$ cat config.mk
export PLATFORM = sky130hd
export DESIGN_NAME = clk_step_ctrl
export DESIGN_NICKNAME = d
export VERILOG_FILES = /design/src/rtl/clk_step_ctrl.sv
export SDC_FILE = /design/constraint.sdc
export NUM_CORES = 1
export LEC_CHECK = 0
export CAP_MARGIN = 20
export CORE_UTILIZATION = 52
export DETAILED_ROUTE_END_ITERATION = 8
export HOLD_SLACK_MARGIN = 0.02
export PLACE_DENSITY = 0.75
export SYNTH_ARGS = -nofsm -noshare
export SYNTH_HDL_FRONTEND = slang
export SYNTH_SLANG_ARGS = --single-unit
$ cat constraint.sdc
create_clock -name clkin -period 1.65 [get_ports clkin]
set_input_delay 0.165 -clock clkin [delete_from_list [all_inputs] [get_ports clkin]]
set_output_delay 0.165 -clock clkin [all_outputs]
set_load 0.01 [all_outputs]
$ cat src/rtl/clk_step_ctrl.sv
// Run/stop/single-step controller gating the CPU clock divider through clken.
// Debounces the run and step buttons, latches CPU halt, counts enabled clk_slow rises.
module clk_step_ctrl #(
    parameter int unsigned DEBOUNCE_CYCLES = 1000000,
    parameter int unsigned CNT_W           = 16
) (
    input  logic             clkin,
    input  logic             rst,
    input  logic             btn_run,
    input  logic             btn_step,
    input  logic             halt_req,
    input  logic             clk_slow,
    output logic             clken,
    output logic             running,
    output logic             halted,
    output logic [CNT_W-1:0] step_count
);

    localparam int unsigned DW = (DEBOUNCE_CYCLES > 1) ? $clog2(DEBOUNCE_CYCLES) : 1;
    localparam logic [DW-1:0] DB_LIMIT = DW'(DEBOUNCE_CYCLES - 1);

    typedef enum logic [1:0] {
        ST_STOP,
        ST_RUN,
        ST_STEP,
        ST_HALTED
    } state_t;

    state_t state, state_next;

    // Index 0 = run button, index 1 = step button.
    logic [1:0]    sync1, sync2, deb, press;
    logic [DW-1:0] db_cnt [2];

    logic clk_slow_q, clken_q, rise;
    logic run_press, step_press;

    // Counter measures how long the synced level has disagreed with the accepted one.
    always_ff @(posedge clkin) begin
        if (rst) begin
            sync1  <= '0;
            sync2  <= '0;
            deb    <= '0;
            press  <= '0;
            db_cnt <= '{default: '0};
        end else begin
            sync1 <= {btn_step, btn_run};
            sync2 <= sync1;
            press <= '0;
            for (int unsigned i = 0; i < 2; i++) begin
                if (sync2[i] == deb[i]) begin
                    db_cnt[i] <= '0;
                end else if (db_cnt[i] == DB_LIMIT) begin
                    db_cnt[i] <= '0;
                    deb[i]    <= sync2[i];
                    press[i]  <= sync2[i];
                end else begin
                    db_cnt[i] <= db_cnt[i] + DW'(1);
                end
            end
        end
    end

    assign run_press  = press[0];
    assign step_press = press[1];

    always_ff @(posedge clkin) begin
        if (rst) begin
            clk_slow_q <= 1'b0;
            clken_q    <= 1'b0;
            step_count <= '0;
            state      <= ST_STOP;
        end else begin
            clk_slow_q <= clk_slow;
            clken_q    <= clken;
            state      <= state_next;
            if (rise && clken_q)
                step_count <= step_count + CNT_W'(1);
        end
    end

    assign rise = clk_slow & ~clk_slow_q;

    // clken drops in the rise cycle so a step freezes the divider with clk_slow high.
    always_comb begin
        state_next = state;
        clken      = 1'b0;
        case (state)
            ST_STOP: begin
                if (run_press)
                    state_next = ST_RUN;
                else if (step_press)
                    state_next = ST_STEP;
            end
            ST_RUN: begin
                clken = 1'b1;
                if (halt_req)
                    state_next = ST_HALTED;
                else if (run_press)
                    state_next = ST_STOP;
            end
            ST_STEP: begin
                clken = ~rise;
                if (halt_req)
                    state_next = ST_HALTED;
                else if (rise)
                    state_next = ST_STOP;
            end
            ST_HALTED: begin
                state_next = ST_HALTED;
            end
            default: begin
                state_next = ST_STOP;
            end
        endcase
    end

    assign running = (state == ST_RUN);
    assign halted  = (state == ST_HALTED);

endmodule

==> impl_metrics.env, run 1 <==
export IMPL_overflow=0
export IMPL_vias_per_cell=5.49
export IMPL_slowest_delay_ns=0.47
export IMPL_io_pins=25
export IMPL_min_path_type="in2reg"
export IMPL_crit_family="simple AND/OR/NAND/NOR gates"
export IMPL_wl_per_cell_um=13.5
export IMPL_portBuffers=24
export IMPL_finalSetupViolations=1
export IMPL_crit_required_ns=1.93
export IMPL_finalMaxSlewViolations=0
export IMPL_relSlewSlack=0.730
export IMPL_period_share=1.01
export IMPL_rows=28
export IMPL_die_w_um=79.9
export IMPL_cp_slowest_cell="or4b_4"
export IMPL_crit_type="reg2reg"
export IMPL_synthTopCellsByCount="dfxtp_1 (68), nor2_1 (55), xnor2_1 (30), inv_1 (20), nand4_1 (16)"
export IMPL_multi_input_area_um2=1780
export IMPL_drc=0
export IMPL_yosys_top_cells_area="dfxtp_1 (43%), xnor2_1 (8.3%), nor2_1 (6.5%), ha_1 (3.2%), nand4_1 (3.2%)"
export IMPL_track_usage=0.223
export IMPL_die_y_um=79.9
export IMPL_cts_tree="yes"
export IMPL_grt_pass1_wl_um=11000
export IMPL_netlist_instances=362
export IMPL_clockRootBuffer="clkbuf_8"
export IMPL_fin_hold_ws_ns=0.381
export IMPL_dieArea_um2=6390
export IMPL_dp_final_hpwl_um=4620
export IMPL_start_util=0.537
export IMPL_path_cells="ha_1 > and4b_1 > or4b_4 > or3_4 > a21oi_2"
export IMPL_dp_slack_ns=-0.185
export IMPL_core_area_um2=5890
export IMPL_final_hold_viol_count=0
export IMPL_synth_edf_count=0
export IMPL_power_density_nw_per_um2=801
export IMPL_ys_flop_type="dfxtp_1"
export IMPL_first_pass_iters=4
export IMPL_critPathBufInv=0
export IMPL_clk_latency_ns=0.34
export IMPL_crit_path_end_kind="flip-flop"
export IMPL_seq_area_frac_synth=0.431
export IMPL_power_mw=3.31
export IMPL_register_area_um2=1380
export IMPL_synth_nets=376
export IMPL_syn_area_um2=3160
export IMPL_worst_slack_ns=-0.0183
export IMPL_first_iter_violations=150
export IMPL_yosys_cell_count_top_type="dfxtp_1"
export IMPL_ys_types=46
export IMPL_power_leakage_nw=1.43
export IMPL_grt_max_degree=19
export IMPL_drive_gt1_frac=0.227
export IMPL_synthArstFlopShare=0
export IMPL_num_fill_cells=463
export IMPL_ant_nets=0
export IMPL_synth_top_area_share=0.431
export IMPL_arrival_ns=1.95
export IMPL_worstMarginPinSlew_ns=0.402
export IMPL_cts_inserted_buffers=9
export IMPL_antenna_found_initial=0
export IMPL_vias=2782
export IMPL_crit_path_max_fanout=2
export IMPL_cts_num_sinks=68
export IMPL_synth_area_leader_cell="dfxtp_1"
export IMPL_diodes=0
export IMPL_wl_um=6850
export IMPL_place_congestion=0.811
export IMPL_synth_seq_cells=68
export IMPL_violations="negative setup slack"
export IMPL_htreeDepth=3
export IMPL_rsz0062_at_grt="yes"
export IMPL_syn_area_per_cell_um2=8.72
export IMPL_fmax_ghz=0.599
export IMPL_ys_warn_count=0
export IMPL_ir_drop_mv=0.400
export IMPL_status="finished, violations left"
export IMPL_max_cap_viol_count=0
export IMPL_syn_to_final_growth_pct=30.8
export IMPL_clk_pin_slew_ns=0.07
export IMPL_fin_crit_ns=1.67
export IMPL_ctsLongestPathBuffers=2
export IMPL_grt_pass1_vias=2538
export IMPL_fin_skew_ns=0.0102
export IMPL_startpoint_type="flip-flop"
export IMPL_nets=441
export IMPL_ctsHoldBuffers=0
## logic make-up (layout without fill, tap and decap cells)
family                   Yosys count  count (layout)  share of synthesized area
adder cells (fa/ha/maj)            8               8                     0.0317
flip-flops                        68              68                      0.431
AND/OR/NAND/NOR                  175             175                      0.302
AO/OA/AOI/OAI                     35              35                     0.0693
buffers and inverters             32             102                     0.0420
XOR/XNOR                          41              41                      0.114
multiplexers                       3               3                     0.0103
## cell usage in the layout (no fill, tap or decap), types with 3 or more instances in the layout
master and instances:
a21oi_1 10, a21oi_2 3, a31o_2 3, and2_1 3, and3_1 9, buf_4 40
clkbuf_8 10, clkdlybuf4s50_1 21, dfxtp_1 61, dfxtp_2 4, dfxtp_4 3, ha_1 4
inv_1 18, nand2_1 14, nand3_1 14, nand4_1 16, nor2_1 55, nor2b_1 8
nor3_1 11, nor4_1 11, nor4_2 6, o21ai_0 6, or3_1 5, xnor2_1 30
xor2_1 11
## state kept, by name, indices dropped and copies added, names as in the netlist, 2 cells and up
signal / flops
press: 2
step_count: 16
state: 2
sync1: 2
db_cnt: 40
sync2: 2
deb: 2
## per-layer routing
layer  vias to the layer above  track usage  wire length, um
li1                       1396            -                -
met1                      1317        0.273             3170
met2                        54        0.364             3320
met3                        15       0.0446              236
met4                         0        0.121              120
met5                         -            0                0
## path summary, 6_finish.rpt
kind,start,to,cells after the start,slack (ns)
worst max-delay path,step_count[0],step_count[14],5,-0.02
worst min-delay path,btn_run,sync1[0],2,0.38
worst max register to register,step_count[0],step_count[14],5,-0.02
worst min register to register,sync1[0],sync2[0],1,0.44
## power breakdown
group          internal [mW]  switching [mW]  total (mW)
logic                 0.0882          0.0843       0.173
clock network          0.831           0.641        1.47
registers               1.65          0.0112        1.66
## cell type report
class / count / area share
Clock buffer: 11 / 0.0394
Clock inverter: 5 / 0.0136
Inverter: 20 / 0.0182
Multi-Input combinational cell: 262 / 0.432
Sequential cell: 68 / 0.333
Tap cell: 75 / 0.0227
Timing Repair Buffer: 66 / 0.141
## repair_timing
action | CTS | global route
endpoints found under the setup margin | 5 | 12
pin swaps | 1 | 2
resized for setup | 10 | 21
buffers inserted | 0 | 1
## stage by stage
stage | cells | util | TNS (ns) | instance area (um2)
2_1_floorplan | 362 | - | -0.0838 | 3200
3_3_place_gp | 490 | 0.647 | -0.725 | 3810
3_5_place_dp | 490 | 0.647 | -0.854 | 3810
4_1_cts | 506 | 0.688 | -0.0198 | 4050
5_1_grt | 507 | 0.702 | -0.214 | 4130
6_report | 507 | 0.702 | -0.0183 | 4130
## worst reg2reg max path, cell delays in order, from the launching register on
cell and delay (ns):
dfxtp_4 0.35, ha_1 0.13, and4b_1 0.21, or4b_4 0.47, or3_4 0.34, a21oi_2 0.11
(Power assumes the default switching activity.)
==> inputs of run 2 (changes only) <==
- CAP_MARGIN: 20 -> 10
- CORE_MARGIN: default -> 10
==> impl_metrics.env, run 2 (synthesized netlist as in run 1, its figures left out) <==
export IMPL_status="finished, violations left"
export IMPL_violations="negative setup slack"
export IMPL_holdPathStages=2
export IMPL_finalSetupViolations=1
export IMPL_post_cts_buffers=0
export IMPL_cts_tree="yes"
export IMPL_finalMaxSlewViolations=0
export IMPL_max_cap_viol_count=0
export IMPL_final_area_um2=4100
export IMPL_worstHoldStart="btn_step"
export IMPL_nets=445
export IMPL_htreeDepth=3
export IMPL_period_share=1.01
export IMPL_grt_max_degree=19
export IMPL_top_register="db_cnt"
export IMPL_min_path_type="in2reg"
export IMPL_relSlewSlack=0.771
export IMPL_most_common_layout_cells="dfxtp_1 (62), nor2_1 (55), buf_4 (45), xnor2_1 (30), clkdlybuf4s50_1 (21)"
export IMPL_stdcell_count=511
export IMPL_first_iter_violations=178
export IMPL_slowest_delay_ns=0.47
export IMPL_pwr_share_comb=0.051
export IMPL_top_regs="db_cnt (40), step_count (16)"
export IMPL_cts_num_sinks=68
export IMPL_path_cells="ha_4 > and4b_1 > or4b_4 > or3_1 > a21oi_1"
export IMPL_io_pins=25
export IMPL_intPower_mw=2.48
export IMPL_syn_to_final_growth_pct=29.7
export IMPL_hold_end="sync1[1]"
export IMPL_die_w_um=97.9
export IMPL_clk_latency_ns=0.34
export IMPL_core_area_um2=5920
export IMPL_worst_slack_ns=-0.0209
export IMPL_reg2reg_from="step_count[0]"
export IMPL_power_mw=3.18
export IMPL_fin_skew_ns=0.00606
export IMPL_placed_cells=495
export IMPL_grt_pass1_vias=2633
export IMPL_clk_pin_slew_ns=0.07
export IMPL_ant_nets=0
export IMPL_start_util=0.533
export IMPL_first_pass_iters=4
export IMPL_crit_path_end_kind="flip-flop"
export IMPL_rsz0062_at_grt="yes"
export IMPL_vias=2743
export IMPL_crit_required_ns=1.92
export IMPL_layout_commonest_cell="dfxtp_1"
export IMPL_track_usage=0.141
export IMPL_largest_reg_flops=40
export IMPL_antenna_found_initial=0
export IMPL_cts_inserted_buffers=9
export IMPL_fin_crit_ns=1.67
export IMPL_ir_drop_mv=0.522
export IMPL_drive_gt1_frac=0.213
export IMPL_grt_pass1_wl_um=11600
export IMPL_wl_per_cell_um=13.1
export IMPL_dieArea_um2=9590
export IMPL_r2r_cells=5
export IMPL_worstMarginPinSlew_ns=0.343
export IMPL_place_congestion=0.856
export IMPL_r2r_end="step_count[14]"
export IMPL_cp_slowest_cell="or4b_4"
export IMPL_die_y_um=97.9
export IMPL_power_leakage_nw=1.41
export IMPL_clkPwrFrac=0.425
export IMPL_rows=28
export IMPL_fmax_ghz=0.598
export IMPL_vias_per_cell=5.37
export IMPL_seq_power_share=0.523
export IMPL_diodes=0
export IMPL_crit_family="simple AND/OR/NAND/NOR gates"
export IMPL_dp_final_hpwl_um=4940
export IMPL_ctsLongestPathBuffers=2
export IMPL_final_hold_viol_count=0
export IMPL_drc=0
export IMPL_wl_um=6680
export IMPL_arrival_ns=1.94
export IMPL_clockRootBuffer="clkbuf_8"
export IMPL_startpoint_type="flip-flop"
export IMPL_crit_path_max_fanout=3
export IMPL_power_density_nw_per_um2=778
export IMPL_fin_tns_setup_ns=-0.0209
export IMPL_portBuffers=24
export IMPL_p_switching_mw=0.707
export IMPL_placed_area_um2=3830
export IMPL_dp_slack_ns=-0.215
export IMPL_ff2ff_setup_slack_ns=-0.02
export IMPL_crit_type="reg2reg"
export IMPL_switching_share=0.222
export IMPL_overflow=0
export IMPL_critPathBufInv=0
run 2: changes by cell type in the layout (fill, tap and decap cells not counted), sizes merged:
| cell | delta |
|---|---|
| dlygate4sd2 | +1 |
| clkinv | +1 |
| clkinvlp | +1 |
| dlymetal6s2s | -1 |
| inv | -1 |
| buf | +4 |
| clkbuf | -1 |
run 2: worst register-to-register path: stages, from the launching register on:
cell,delay [ns]
dfxtp_4,0.36
ha_4,0.12
and4b_1,0.20
or4b_4,0.47
or3_1,0.32
a21oi_1,0.13
run 2: worst max-delay path by stage:
stage               depth (start not counted)  slack [ns]        endpoint           from
floorplan                                   6       -0.08  step_count[14]  step_count[1]
global placement                            5       -0.17  step_count[14]       clk_slow
detailed placement                          5       -0.21  step_count[14]       clk_slow
CTS                                         5       -0.04  step_count[14]  step_count[0]
global route                                5       -0.07  step_count[14]  step_count[0]
finish                                      5       -0.02  step_count[14]  step_count[0]
run 2: stage by stage:
stage          hold WS (ns)  utilization
3_3_place_gp          0.423        0.647
5_1_grt               0.371        0.692
2_1_floorplan         0.293            -
6_report              0.375        0.692
4_1_cts               0.362        0.682
3_5_place_dp          0.421        0.647
run 2: power groups by stage:
stage	clock network [mW]	registers, mW	logic [mW]
floorplan	0	1.70	0.0991
global route	1.46	1.67	0.181
finish	1.35	1.67	0.163
detailed placement	0	1.70	0.157
CTS	1.39	1.66	0.157
global placement	0	1.70	0.157
run 2: layout make-up:
class | instances | area, um2
Multi-Input combinational cell | 262 | 1760
Timing Repair Buffer | 70 | 597
Sequential cell | 68 | 1370
Inverter | 20 | 75.1
Tap cell | 75 | 93.8
Clock inverter | 6 | 63.8
Fill cell | 449 | 1830
Clock buffer | 10 | 138
run 2: routing by layer:
metal / track usage / part of all wire / up-vias
met5: 0 / 0 / -
met4: 0.0716 / 0.016 / 0
met3: 0.0338 / 0.040 / 10
met2: 0.225 / 0.46 / 44
met1: 0.172 / 0.49 / 1283
li1: - / - / 1406
run 2: repair_timing:
action | in CTS | in global routing
hold buffers | 0 | 0
endpoints found under the setup margin | 4 | 10
gates resized for setup | 6 | 13
pin swaps | 2 | 2
hold endpoints to repair | 0 | 0
==> inputs of run 3 (changes only) <==
- PLACE_DENSITY: 0.75 -> 0.78
- TNS_END_PERCENT: default -> 1
==> impl_metrics.env, run 3 (synthesized netlist as in run 1, its figures left out) <==
export IMPL_top_register="db_cnt"
export IMPL_rsz0062_at_grt="yes"
export IMPL_worstHoldStart="btn_run"
export IMPL_path_cells="ha_1 > and4b_1 > or4b_4 > or3_4 > a21oi_2"
export IMPL_crit_path_end_kind="flip-flop"
export IMPL_core_area_um2=5920
export IMPL_p_switching_mw=0.727
export IMPL_worstMarginPinSlew_ns=0.382
export IMPL_track_usage=0.141
export IMPL_intPower_mw=2.84
export IMPL_die_y_um=97.9
export IMPL_fin_skew_ns=0.00783
export IMPL_diodes=0
export IMPL_cts_num_sinks=68
export IMPL_crit_required_ns=1.93
export IMPL_vias_per_cell=5.35
export IMPL_grt_max_degree=13
export IMPL_holdPathStages=2
export IMPL_syn_to_final_growth_pct=31.9
export IMPL_ir_drop_mv=0.575
export IMPL_period_share=1.00
export IMPL_overflow=0
export IMPL_first_iter_violations=96
export IMPL_r2r_end="step_count[14]"
export IMPL_rows=28
export IMPL_most_common_layout_cells="dfxtp_1 (66), nor2_1 (55), buf_4 (51), xnor2_1 (30), clkdlybuf4s50_1 (21)"
export IMPL_power_density_nw_per_um2=856
export IMPL_cts_tree="yes"
export IMPL_pwr_share_comb=0.053
export IMPL_drive_gt1_frac=0.212
export IMPL_clkPwrFrac=0.481
export IMPL_grt_pass1_wl_um=11800
export IMPL_min_path_type="in2reg"
export IMPL_final_hold_viol_count=0
export IMPL_stdcell_count=518
export IMPL_finalMaxSlewViolations=0
export IMPL_worst_slack_ns=-0.00594
export IMPL_fin_hold_ws_ns=0.392
export IMPL_crit_path_max_fanout=3
export IMPL_reg2reg_from="step_count[0]"
export IMPL_top_regs="db_cnt (40), step_count (16)"
export IMPL_htreeDepth=3
export IMPL_cts_inserted_buffers=9
export IMPL_slowest_delay_ns=0.48
export IMPL_violations="negative setup slack"
export IMPL_status="finished, violations left"
export IMPL_fmax_ghz=0.604
export IMPL_fin_crit_ns=1.66
export IMPL_largest_reg_flops=40
export IMPL_layout_commonest_cell="dfxtp_1"
export IMPL_ctsLongestPathBuffers=2
export IMPL_ant_nets=0
export IMPL_seq_power_share=0.466
export IMPL_antenna_found_initial=0
export IMPL_portBuffers=24
export IMPL_relSlewSlack=0.743
export IMPL_startpoint_type="flip-flop"
export IMPL_r2r_cells=5
export IMPL_crit_type="reg2reg"
export IMPL_wl_um=6910
export IMPL_clockRootBuffer="clkbuf_8"
export IMPL_power_leakage_nw=1.49
export IMPL_dp_slack_ns=-0.212
export IMPL_place_congestion=0.852
export IMPL_die_w_um=97.9
export IMPL_hold_end="sync1[0]"
export IMPL_switching_share=0.204
export IMPL_wl_per_cell_um=13.3
export IMPL_final_area_um2=4170
export IMPL_dieArea_um2=9590
export IMPL_io_pins=25
export IMPL_clk_pin_slew_ns=0.07
export IMPL_placed_area_um2=3840
export IMPL_arrival_ns=1.94
export IMPL_final_core_util=0.704
export IMPL_cp_slowest_cell="or4b_4"
export IMPL_clk_latency_ns=0.34
export IMPL_finalSetupViolations=1
export IMPL_max_cap_viol_count=0
export IMPL_dp_final_hpwl_um=4990
export IMPL_drc=0
export IMPL_placed_cells=501
export IMPL_nets=452
export IMPL_vias=2771
export IMPL_grt_pass1_vias=2659
export IMPL_first_pass_iters=4
export IMPL_start_util=0.533
export IMPL_ff2ff_setup_slack_ns=-0.006
[run 3: changes by cell type in the layout (fill, tap and decap cells not counted), sizes merged]
cell           before  now
buf                46   53
clkbuf             10   13
bufinv              1    3
clkinv              3    1
clkinvlp            2    0
clkdlybuf4s15       1    0
[run 3: stage by stage]
| step | total power [mW] | setup TNS, ns |
|---|---|---|
| after floorplan | 1.80 | -0.930 |
| after global placement | 1.87 | -0.478 |
| after detailed placement | 1.87 | -0.720 |
| after CTS | 3.57 | -0.0427 |
| after global routing | 3.68 | -0.198 |
| final | 3.56 | -0.00594 |
[run 3: metal layers]
layer  up-vias  routed length, um  GRT usage
met5         -                  0          0
met4         0                148     0.0604
met3        16                234     0.0310
met2        42               3360      0.242
met1      1295               3170      0.165
li1       1418                  -          -
[run 3: worst max-delay path by stage]
stage          slack (ns)          start             end  depth (start not counted)
2_1_floorplan       -0.08  step_count[1]  step_count[14]                          6
3_3_place_gp        -0.19       clk_slow  step_count[14]                          5
3_5_place_dp        -0.21       clk_slow  step_count[14]                          5
4_1_cts             -0.04       state[0]           clken                          4
5_1_grt             -0.07  step_count[0]  step_count[14]                          5
6_report           -0.006  step_count[0]  step_count[14]                          5
[run 3: timing repair]
item                                    4_1_cts  5_1_grt
cloned                                        0        0
endpoints found under the setup margin        4       34
pin swaps                                     2        3
hold buffers                                  0        0
buffers inserted                              0        1
resized for setup                             5       16
[run 3: power by group through the flow]
stage / clock network, mW / registers, mW / logic (mW)
floorplan: 0 / 1.70 / 0.0983
global placement: 0 / 1.70 / 0.168
detailed placement: 0 / 1.70 / 0.173
CTS: 1.74 / 1.66 / 0.175
global route: 1.81 / 1.66 / 0.208
finish: 1.72 / 1.66 / 0.187
[run 3: area by class of cell]
| class | instances | area (um2) |
|---|---|---|
| Fill cell | 424 | 1750 |
| Sequential cell | 68 | 1370 |
| Inverter | 20 | 75.1 |
| Multi-Input combinational cell | 262 | 1740 |
| Timing Repair Buffer | 77 | 638 |
| Clock inverter | 4 | 95.1 |
| Clock buffer | 12 | 155 |
| Tap cell | 75 | 93.8 |
[run 3: worst max-delay path: cells and delay by family, from the launching register on]
family	cells	cell delay [ns]
AO/OA/AOI/OAI	1	0.11
adder cells (fa/ha/maj)	1	0.13
AND/OR/NAND/NOR	3	1.02
flip-flops	1	0.34
